[config.mk]
export PLATFORM = sky130hd
export DESIGN_NAME = osc_tick_gen
export DESIGN_NICKNAME = d
export VERILOG_FILES = /design/src/rtl/osc_tick_gen.sv
export SDC_FILE = /design/constraint.sdc
export NUM_CORES = 1
export LEC_CHECK = 0
export ABC_CLOCK_PERIOD_IN_PS = 4850
export CORE_MARGIN = 1.5
export CORE_UTILIZATION = 40
export DETAILED_ROUTE_END_ITERATION = 8
export PLACE_DENSITY = 0.53
export RECOVER_POWER = 50
export SETUP_SLACK_MARGIN = 0.05
export SYNTH_ARGS = -nofsm -noshare
export SYNTH_HDL_FRONTEND = slang
export SYNTH_SLANG_ARGS = --single-unit
[constraint.sdc]
create_clock -name CLK -period 4.85 [get_ports CLK]
set_input_delay 0.7275 -clock CLK [delete_from_list [all_inputs] [get_ports CLK]]
set_output_delay 0.7275 -clock CLK [all_outputs]
set_load 0.02 [all_outputs]
[src/rtl/osc_tick_gen.sv]
// Multi-channel clock-enable generator: per-channel runtime divider producing a one-cycle TICK
// and a registered divided waveform, with shadowed glitch-free reload and global resync.
module osc_tick_gen #(
  parameter int unsigned NUM_CH      = 4,
  parameter int unsigned DIV_WIDTH   = 16,
  parameter int unsigned DEFAULT_DIV = 2
) (
  input  logic                 CLK,
  input  logic                 RESET,
  input  logic [NUM_CH-1:0]    EN,
  input  logic [NUM_CH-1:0]    DIV_LOAD,
  input  logic [DIV_WIDTH-1:0] DIV_VALUE,
  input  logic                 SYNC,
  output logic [NUM_CH-1:0]    TICK,
  output logic [NUM_CH-1:0]    CLK_DIV,
  output logic [NUM_CH-1:0]    LOAD_PENDING
);

  typedef logic [DIV_WIDTH-1:0] div_t;

  localparam div_t DefDiv = div_t'(DEFAULT_DIV);
  localparam div_t One    = div_t'(1);

  div_t              cnt_q [NUM_CH];
  div_t              cnt_d [NUM_CH];
  div_t              div_q [NUM_CH];
  div_t              div_d [NUM_CH];
  div_t              shd_q [NUM_CH];
  div_t              shd_d [NUM_CH];
  logic [NUM_CH-1:0] pend_q, pend_d;
  logic [NUM_CH-1:0] tick_q, tick_d;
  logic [NUM_CH-1:0] clkd_q, clkd_d;

  // Length of the high phase: ceil(d/2), so odd dividers get the extra cycle high.
  function automatic div_t half_up(input div_t d);
    return (d >> 1) + div_t'(d[0]);
  endfunction

  // The shadow always equals the active divider unless a load is pending, so every
  // "apply" path can simply take the next shadow value.
  always_comb begin
    for (int i = 0; i < NUM_CH; i++) begin
      shd_d[i]  = DIV_LOAD[i] ? DIV_VALUE : shd_q[i];
      cnt_d[i]  = cnt_q[i];
      div_d[i]  = div_q[i];
      pend_d[i] = pend_q[i];
      tick_d[i] = 1'b0;
      clkd_d[i] = clkd_q[i];

      if (SYNC) begin
        cnt_d[i]  = '0;
        div_d[i]  = shd_d[i];
        pend_d[i] = 1'b0;
        clkd_d[i] = (shd_d[i] != '0);
      end else if (DIV_LOAD[i] && (!EN[i] || (div_q[i] == '0))) begin
        // Idle or halted channel: nothing to glitch, apply at once and restart.
        cnt_d[i]  = '0;
        div_d[i]  = DIV_VALUE;
        pend_d[i] = 1'b0;
        clkd_d[i] = (DIV_VALUE != '0);
      end else if (div_q[i] == '0) begin
        cnt_d[i]  = '0;
        clkd_d[i] = 1'b0;
      end else if (EN[i]) begin
        if (cnt_q[i] == (div_q[i] - One)) begin
          cnt_d[i]  = '0;
          tick_d[i] = 1'b1;
          div_d[i]  = shd_d[i];
          pend_d[i] = 1'b0;
          clkd_d[i] = (shd_d[i] != '0);
        end else begin
          cnt_d[i]  = cnt_q[i] + One;
          pend_d[i] = pend_q[i] | DIV_LOAD[i];
          clkd_d[i] = ((cnt_q[i] + One) < half_up(div_q[i]));
        end
      end
    end
  end

  always_ff @(posedge CLK) begin
    if (RESET) begin
      for (int i = 0; i < NUM_CH; i++) begin
        cnt_q[i] <= '0;
        div_q[i] <= DefDiv;
        shd_q[i] <= DefDiv;
      end
      pend_q <= '0;
      tick_q <= '0;
      clkd_q <= '0;
    end else begin
      for (int i = 0; i < NUM_CH; i++) begin
        cnt_q[i] <= cnt_d[i];
        div_q[i] <= div_d[i];
        shd_q[i] <= shd_d[i];
      end
      pend_q <= pend_d;
      tick_q <= tick_d;
      clkd_q <= clkd_d;
    end
  end

  assign TICK         = tick_q;
  assign CLK_DIV      = clkd_q;
  assign LOAD_PENDING = pend_q;

endmodule

==> Word-level counts from Yosys, hierarchy flattened <==
Memory sizes are Yosys's and may differ from the RTL's.
Cells that the tools add are included.
W data, S select, Z words.
{ "word_totals": {"out_inout_bits": 12, "latch_bits": 0, "inputBits": 27, "rom_bits": 0, "memories": 3, "reg_bits": 12, "ramBits": 192, "elab_cells": 183} }
{ "classes": {"eq_ne": 4, "addsub": 12, "div": 0, "mul": 0, "n_mux": 87, "magnitude_cmp": 4, "n_reduce_logical": 37, "bitwise_logic": 24, "n_shift": 0} }
{ "mem_list": {"columns": ["memory", "depth", "width", "read_ports", "rd_ports_with_merged_regs", "write_ports", "line_no", "text"], "rows": [
  ["cnt_q", 4, 16, 4, 0, 4, "24", "div_t cnt_q [NUM_CH];"],
  ["div_q", 4, 16, 4, 0, 4, "26", "div_t div_q [NUM_CH];"],
  ["shd_q", 4, 16, 4, 0, 4, "28", "div_t shd_q [NUM_CH];"]
]} }
{ "ops": {"columns": ["operator", "n"], "rows": [
  ["$mux W16", 56],
  ["$reduce_bool A16 Y1", 5],
  ["$add A15 B1 Y16", 4],
  ["$add A16 B1 Y16 const B", 4],
  ["$eq A16 B16 Y1", 4],
  ["$logic_not A16 Y1", 4],
  ["$lt A16 B16 Y1", 4],
  ["$sub A16 B1 Y16 const B", 4],
  ["$mux W1", 31],
  ["$reduce_or A5 Y1", 4],
  ["$or A1 B1 Y1", 16],
  ["$reduce_bool A4 Y1", 4],
  ["$reduce_or A3 Y1", 4],
  ["$not A1 Y1", 8],
  ["$reduce_and A2 Y1", 4],
  ["$logic_and A1 B1 Y1", 4],
  ["$logic_not A1 Y1", 4],
  ["$logic_or A1 B1 Y1", 4]
]} }

==> Logic depth before layout (Yosys ltp) <==
Gate-level depths: netlist (run 1).
{ "logic_depth": {"depth_word": 8, "mapped_depth": 16} }

==> Worst setup path after synthesis (run 1) <==
No wires, ideal clock.
{ "synth_path": {"path_type": "flip-flop to flip-flop", "start": "memory div_q[1][0] (netlist name)", "end": "memory div_q[1][10] (netlist name)", "setup_ns": 0.117, "arrival_ns": 3.313, "path_slack_ns": 1.420, "period_less_slack_ns": 3.430, "required_ns": 4.733, "path_stages_with_launch": 15, "cell_sequence": "dfxtp_1 -> clkbuf_1 -> inv_1 -> ha_1 -> or4b_1 -> buf_2 -> o41ai_1 -> xor2_1 -> a32o_1 -> nand4_1 -> or4b_1 -> o211a_1 -> buf_2 -> buf_2 -> a22o_1"} }
{ "synth_lines": {"columns": ["element", "line_no"], "rows": [
  ["from (decl)", "26"]
]} }

==> impl_metrics.ini, run 1 <==
[outcome]
outcome = complete, but fails checks
violations = capacitance limit, slew limit

[clocking]
cts.sinks = 204
clock_latency_ps = 540
clockBufferDepth = 3
cts_buffers = 25
htree_num_levels = 1
cts_tree = built
ctsHoldBuffers = 0
post_cts_buffers = 0
cts-root-buf = clkbuf_16
ctsResizeCount = 0
path_clk_slew_ps = 60

[worst_setup_path]
critPathLaunchType = flop
cp_max_fo = 27
cp.arrival_ps = 4390
r2r-end = div_q[2][1]$_SDFFE_PP1P_
ff2ff_path_depth = 11
worstSetupEndpointType = flop
worstSetupPathType = reg -> reg
r2r_start = div_q[2][0]$_SDFFE_PP0P_
cp.required_ps = 5230
reg2reg_slack_ps = 840

[floorplanning]
die_w_microns = 189.5
ios = 39
std_cell_rows = 68
core_area_sq_um = 34370
initial_core_util = 0.4049
die_h_microns = 189.5
die_area_sq_um = 35920

[synth]
synth_nets = 1798
postSynthCellCount = 1695
syn_area_per_cell_sq_um = 8.211
synth-edff-count = 0
ys_types = 76
synthArstFlopShare = 0
ys_ff_latch = 204
yosysSeqAreaShare = 0.2934
synth_area_sq_um = 13920
ys.warnings.count = 0
synthFlopType = dfxtp_1

[placed_design]
dpl_cell_area_sq_um = 14380
place_congestion = 0.8112
numPortBuffers = 38
hpwlAfterDp_microns = 26290
pre_cts_slack_ps = 1080

[detailed_routing]
drt-pass1-iter-count = 5
wl_per_cell_microns = 17.28
ant_nets = 0
viasPerCell = 5.627
drc_errors = 0
vias = 11829
drt-initial-drc-count = 666
wl_microns = 36320

[cells_and_area]
final_cell_mix = dfxtp_1 (204), nor2_1 (136), nand2_1 (117)
fin_util = 0.4412
nNetsFinal = 1731
drive_gt1_frac = 0.05829
antennaDiodeCount = 0
finalInstanceArea_sq_um = 15170
area_growth_pct = 8.981
final_common_cell = dfxtp_1

[power_and_ir_drop]
p_leak_uw = 0.005837
p_sw_frac = 0.2940
p_total_uw = 4373
power.share.sequential = 0.429
intPower_uw = 3087
p_sw_uw = 1286
pwr_density_cell_nw_per_um2 = 288.3
p_comb_frac = 0.150
ir_drop_uv = 258.1
p_clk_frac = 0.421

[timing]
setup_viol = 0
finalCriticalPeriod_ps = 4005
finalHoldViolations = 0
drv_slew = 52
period_share = 0.8258
finalWorstSetupSlack_ps = 844.6
timing.fmax_mhz = 249.7
rsz0062_at_grt = no
tightest_slew_ps = 1574
setup-tns-final_ps = 0
fin_skew_ps = 11.18
relSlewSlack = -0.04945

[grt]
grt_pass1_wl_microns = 59070
antenna_found_initial = 0
grt_usage = 0.1998
grt_max_degree = 85
grt_pass1_vias = 10937
grt_overflow = 0

[flow_run]
drv_cap = 2

[hold_path]
worstHoldEndpoint = LOAD_PENDING[0]$_SDFFE_PP0P_
min-delay-start = LOAD_PENDING[0]$_SDFFE_PP0P_
holdPathStages = 1
worst_hold_path_type = reg -> reg
## kinds of logic after synthesis
kind of cell / after synthesis / synth area share
XOR/XNOR: 194 / 0.1221
flip-flops: 204 / 0.2934
buffers and inverters: 178 / 0.05169
adder cells (fa/ha/maj): 76 / 0.06833
AO/OA/AOI/OAI: 280 / 0.1401
multiplexers: 87 / 0.06419
AND/OR/NAND/NOR: 676 / 0.2602
## worst max path at each step
stage	start	end
global placement	div_q[0][0]$_SDFFE_PP0P_	div_q[0][1]$_SDFFE_PP1P_
global route	div_q[2][0]$_SDFFE_PP0P_	div_q[2][1]$_SDFFE_PP1P_
CTS	div_q[0][0]$_SDFFE_PP0P_	div_q[0][1]$_SDFFE_PP1P_
floorplan	div_q[1][0]$_SDFFE_PP0P_	div_q[1][10]$_SDFFE_PP0P_
detailed placement	div_q[0][0]$_SDFFE_PP0P_	div_q[0][1]$_SDFFE_PP1P_
finish	div_q[2][0]$_SDFFE_PP0P_	div_q[2][1]$_SDFFE_PP1P_
## worst max-delay path, cell delays in order, from the launching register on
cell and delay [ps]:
dfxtp_1 380, inv_1 100, ha_1 270, or4b_2 690
nor4_2 410, nand3_1 240, and2_0 730, o21ai_1 500
buf_4 270, inv_1 60, o2bb2ai_1 130, a211oi_1 60
## cells in the mapped netlist, types with 23 or more instances
| library cell | count | share of area |
|---|---|---|
| dfxtp_1 | 204 | 0.29 |
| nor2_1 | 137 | 0.037 |
| nand2_1 | 117 | 0.032 |
| clkbuf_1 | 115 | 0.031 |
| nand3_1 | 106 | 0.038 |
| xnor2_1 | 100 | 0.063 |
| xor2_1 | 94 | 0.059 |
| ha_1 | 76 | 0.068 |
| mux2i_1 | 69 | 0.050 |
| a21oi_1 | 53 | 0.019 |
| nand4_1 | 42 | 0.019 |
| nor4_1 | 41 | 0.018 |
| o21ai_0 | 40 | 0.014 |
| and3_1 | 38 | 0.017 |
| nand2b_1 | 34 | 0.015 |
| nor3_1 | 34 | 0.012 |
| inv_1 | 28 | 0.0076 |
| a22o_1 | 25 | 0.016 |
| a31oi_1 | 23 | 0.010 |
| nor2b_1 | 23 | 0.010 |
## power groups by stage
stage	Combinational (uW)	Sequential (uW)	Clock (uW)
after global routing	729	1890	1960
after detailed placement	656	1910	0
after global placement	651	1910	0
after CTS	660	1880	1890
after floorplan	550	1830	0
final	654	1880	1840
## cell type report
type | instances | area, sq um
Clock buffer | 31 | 668.1
Clock inverter | 15 | 138.9
Fill cell | 3421 | 19210
Inverter | 29 | 108.9
Multi-Input combinational cell | 1313 | 9116
Sequential cell | 204 | 4084
Tap cell | 455 | 569.3
Timing Repair Buffer | 55 | 481.7
## per-stage QoR
step / instances / hold WS, ps
2_1_floorplan: 1695 / 455.6
3_3_place_gp: 2056 / 477.7
3_5_place_dp: 2056 / 462.3
4_1_cts: 2102 / 489.2
5_1_grt: 2102 / 500.4
6_report: 2102 / 477.4
## flip-flops by register name, indices dropped and copies added, names as in the netlist
register	flops
TICK	4
shd_q	64
LOAD_PENDING	4
CLK_DIV	4
div_q	64
cnt_q	64
## layer usage
metal / global-route usage / wire length, microns
met5: 0 / 0
met4: 0.05311 / 833
met3: 0.02251 / 1075
met2: 0.3287 / 16660
met1: 0.2764 / 17750
No activity file was read; power rests on OpenSTA's default activity.
==> inputs of run 2 (changes only) <==
Settings changed: ABC_CLOCK_PERIOD_IN_PS 4850 to 4100.
Clock period 4.85 ns to 4.1 ns, I/O delays scaled along.
==> impl_metrics.ini, run 2 (synthesized netlist as in run 1, its figures left out) <==
[outcome]
outcome = complete, but fails checks
violations = capacitance limit, slew limit

[cells_and_area]
finalInstanceArea_sq_um = 15300
fillerInstances = 3462
stdcell_count = 2118
area_growth_pct = 9.943
reg.largest.list = cnt_q x64, div_q x64, shd_q x64
fin_util = 0.4451
final_cell_mix = dfxtp_1 (204), nor2_1 (136), nand2_1 (117)
drive_gt1_frac = 0.06735
nNetsFinal = 1748
antennaDiodeCount = 0
final_common_cell = dfxtp_1

[timing]
fin_skew_ps = 6.201
setup_viol = 0
relSlewSlack = -0.07002
setup-tns-final_ps = 0
finalCriticalPeriod_ps = 3696
rsz0062_at_grt = no
period_share = 0.9015
finalHoldViolations = 0
tightest_slew_ps = 1605
drv_slew = 26
timing.hold.ws_ps = 465.2
timing.fmax_mhz = 270.6

[floorplanning]
std_cell_rows = 68
ios = 39
die_h_microns = 189.5
core_area_sq_um = 34370
die_w_microns = 189.5
die_area_sq_um = 35920
initial_core_util = 0.4049

[clocking]
cts.sinks = 204
htree_num_levels = 1
cts_tree = built
cts_buffers = 24
clock_latency_ps = 520
cts-root-buf = clkbuf_16
path_clk_slew_ps = 60
post_cts_buffers = 0
ctsHoldBuffers = 0
ctsResizeCount = 0
clockBufferDepth = 3

[detailed_routing]
drt-pass1-iter-count = 7
vias = 11775
ant_nets = 0
viasPerCell = 5.559
wl_microns = 36250
wl_per_cell_microns = 17.11
drt-initial-drc-count = 674
drc_errors = 0

[grt]
grt_usage = 0.2012
grt_pass1_wl_microns = 59790
grt_pass1_vias = 11151
antenna_found_initial = 1
grt_overflow = 0
grt_max_degree = 72

[worst_setup_path]
worst-path-buf-inv = 2
cp_slowest_stage_delay_ps = 540
crit_slowest_cell = or4b_1
worstSetupPathType = reg -> reg
cp.arrival_ps = 4100
cp_max_fo = 16
cp.required_ps = 4510
crit_family = simple AND/OR/NAND/NOR gates
cp_cell_sequence = inv_1 > ha_1 > or4b_1 > or3_1 > nor4_1 > nor4b_1 > a31oi_1 > nand4b_1 > o211ai_2 > buf_4 > mux2_2
worstSetupEndpointType = flop
critPathLaunchType = flop

[flow_run]
drv_cap = 1

[hold_path]
worst_hold_path_type = reg -> reg

[placed_design]
place_congestion = 0.8480
hpwlAfterDp_microns = 26800
dpl_cell_area_sq_um = 14520
numPortBuffers = 38
dp_cells = 2074

[power_and_ir_drop]
pwr_density_cell_nw_per_um2 = 339.3
ir_drop_uv = 382.7
p_leak_uw = 0.005933
==> run 2: cell count changes in the layout (fill, tap and decap cells not counted), moves of 2 or more <==
cell      delta
clkinv_4     -2
inv_6        -2
buf_4       +17
clkinv_2     +2
==> run 2: area by class of cell <==
| type | count | area [sq um] | share of cell area |
|---|---|---|---|
| multi-input combinational | 1313 | 9110 | 0.5954 |
| sequential | 204 | 4084 | 0.2669 |
| clock buffer | 31 | 678.2 | 0.04432 |
| timing repair buffer | 73 | 614.3 | 0.04015 |
| tap | 455 | 569.3 | 0.03721 |
| clock inverter | 13 | 136.4 | 0.008913 |
| inverter | 29 | 108.9 | 0.007114 |
==> run 2: path summary, 6_finish.rpt <==
path,startpoint,end,slack (ps),depth (start not counted)
worst min-delay path,LOAD_PENDING[0]$_SDFFE_PP0P_,LOAD_PENDING[0]$_SDFFE_PP0P_,470,1
worst max-delay path,div_q[3][0]$_SDFFE_PP0P_,div_q[3][5]$_SDFFE_PP0P_,400,11
worst max register to register,div_q[3][0]$_SDFFE_PP0P_,div_q[3][5]$_SDFFE_PP0P_,400,11
worst min register to register,LOAD_PENDING[0]$_SDFFE_PP0P_,LOAD_PENDING[0]$_SDFFE_PP0P_,470,1
==> run 2: per-layer routing <==
metal,vias up,global-route usage,part of all wire
met5,-,0,0
met4,0,0.05128,0.022
met3,39,0.02048,0.025
met2,146,0.3298,0.46
met1,5579,0.2817,0.49
li1,6011,-,-
==> run 2: power by group <==
group,leakage (uW),switching [uW],internal [uW]
clock network,0.000390,891,1300
registers,0.00167,139,2080
logic,0.00387,439,348
total,0.00593,1470,3720
==> run 2: through the flow <==
step	setup slack, ps	total power (uW)
global placement	586.1	3039
global route	77.11	5434
detailed placement	453.4	3049
floorplan	669.8	2816
finish	403.9	5192
CTS	416.2	5267
==> inputs of run 3 (changes only) <==
Settings changed: CORE_MARGIN 1.5 to 2.
==> impl_metrics.ini, run 3 (synthesized netlist as in run 1, its figures left out) <==
[floorplanning]
core_area_sq_um = 34370
std_cell_rows = 68
initial_core_util = 0.4049
die_h_microns = 190.5
ios = 39
die_area_sq_um = 36300
die_w_microns = 190.5

[timing]
fin_skew_ps = 12.86
timing.fmax_mhz = 267.2
finalWorstSetupSlack_ps = 357.6
setup-tns-final_ps = 0
finalHoldViolations = 0
finalCriticalPeriod_ps = 3742
drv_slew = 26
tightest_slew_ps = 1605
rsz0062_at_grt = no
relSlewSlack = -0.06975
setup_viol = 0
period_share = 0.9128

[power_and_ir_drop]
ir_drop_uv = 279.2
p_leak_uw = 0.005892
pwr_density_cell_nw_per_um2 = 334.2

[cells_and_area]
fillerInstances = 3470
stdcell_count = 2117
regArea_sq_um = 4084
drive_gt1_frac = 0.06498
final_cell_mix = dfxtp_1 (204), nor2_1 (136), nand2_1 (117)
reg.largest.list = cnt_q x64, div_q x64, shd_q x64
antennaDiodeCount = 0
nNetsFinal = 1749
multi_input_comb_area_sq_um = 9110
area_growth_pct = 9.557
final_common_cell = dfxtp_1

[worst_setup_path]
worstSetupEndpointType = flop
cp.arrival_ps = 4150
r2r-end = div_q[2][1]$_SDFFE_PP1P_
ff2ff_path_depth = 11
cp.required_ps = 4510
worstSetupPathType = reg -> reg
r2r_start = div_q[2][1]$_SDFFE_PP1P_
critPathLaunchType = flop
cp_max_fo = 22
reg2reg_slack_ps = 360
crit_start = div_q[2][1]$_SDFFE_PP1P_

[grt]
antenna_found_initial = 0
grt_usage = 0.1980
grt_pass1_wl_microns = 58970
grt_pass1_vias = 11103
grt_max_degree = 72
grt_overflow = 0

[detailed_routing]
drt-met1-wl_microns = 17630
met2WireLength_microns = 16520
drt-initial-drc-count = 690
drt-pass1-iter-count = 5
viasPerCell = 5.541
ant_nets = 0
wl_met3_microns = 1115
drc_errors = 0
top_layer = met4
wl_microns = 36100
vias = 11731
wl_per_cell_microns = 17.05

[clocking]
htree_num_levels = 1
cts-root-buf = clkbuf_16
post_cts_buffers = 0
ctsHoldBuffers = 0
clockBufferDepth = 3
clock_latency_ps = 540
cts_tree = built
ctsResizeCount = 0
path_clk_slew_ps = 60
cts.sinks = 204
cts_buffers = 24

[hold_path]
worst_hold_path_type = reg -> reg
min-delay-start = LOAD_PENDING[0]$_SDFFE_PP0P_
holdPathStages = 1
worstHoldEndpoint = LOAD_PENDING[0]$_SDFFE_PP0P_

[outcome]
outcome = complete, but fails checks
violations = capacitance limit, slew limit

[placed_design]
pre_cts_slack_ps = 467.8
dp_cells = 2075
hpwlAfterDp_microns = 26670
place_congestion = 0.8275
numPortBuffers = 38

[flow_run]
drv_cap = 1
-- run 3: stage by stage --
step	utilization	hold slack (ps)	instance area, sq um	power (uW)
floorplan	-	455.6	13920	2816
global placement	0.4225	460.4	14520	3038
CTS	0.4446	478.1	15280	5163
finish	0.4436	465.7	15250	5096
detailed placement	0.4225	461.1	14520	3048
global route	0.4436	480.1	15250	5327
-- run 3: area by class of cell --
type | count | area share
Timing Repair Buffer | 74 | 0.04037
Inverter | 29 | 0.007139
Clock inverter | 11 | 0.006647
Clock buffer | 31 | 0.04316
Multi-Input combinational cell | 1313 | 0.5975
Tap cell | 455 | 0.03734
Sequential cell | 204 | 0.2678
-- run 3: critical path: stages (launching register included) --
cell      delay [ps]
dfxtp_1          360
inv_1            120
ha_1             280
or4b_2           670
nor4_1           630
mux2i_1          260
mux2i_1           80
mux2_2           290
nand3b_1         230
clkbuf_2         340
nor3_1           270
a211oi_1          70
-- run 3: worst max path at each step --
stage,endpoint,slack (ps),cells after the start
finish,div_q[2][1]$_SDFFE_PP1P_,360,11
CTS,div_q[1][1]$_SDFFE_PP1P_,450,12
global route,div_q[0][1]$_SDFFE_PP1P_,80,12
global placement,div_q[1][3]$_SDFFE_PP0P_,590,10
detailed placement,div_q[1][1]$_SDFFE_PP1P_,470,12
floorplan,div_q[1][10]$_SDFFE_PP0P_,670,14
-- run 3: power breakdown --
part           switching (uW)  leakage (uW)  internal (uW)  total [uW]
Sequential                141       0.00167           2080        2220
Clock                     898      0.000348           1200        2100
Combinational             437       0.00387            348         784
-- run 3: per-layer routing --
layer,vias to the layer above,GRT usage
li1,6009,-
met1,5502,0.2760
met2,182,0.3249
met3,38,0.02392
met4,0,0.04741
met5,-,0
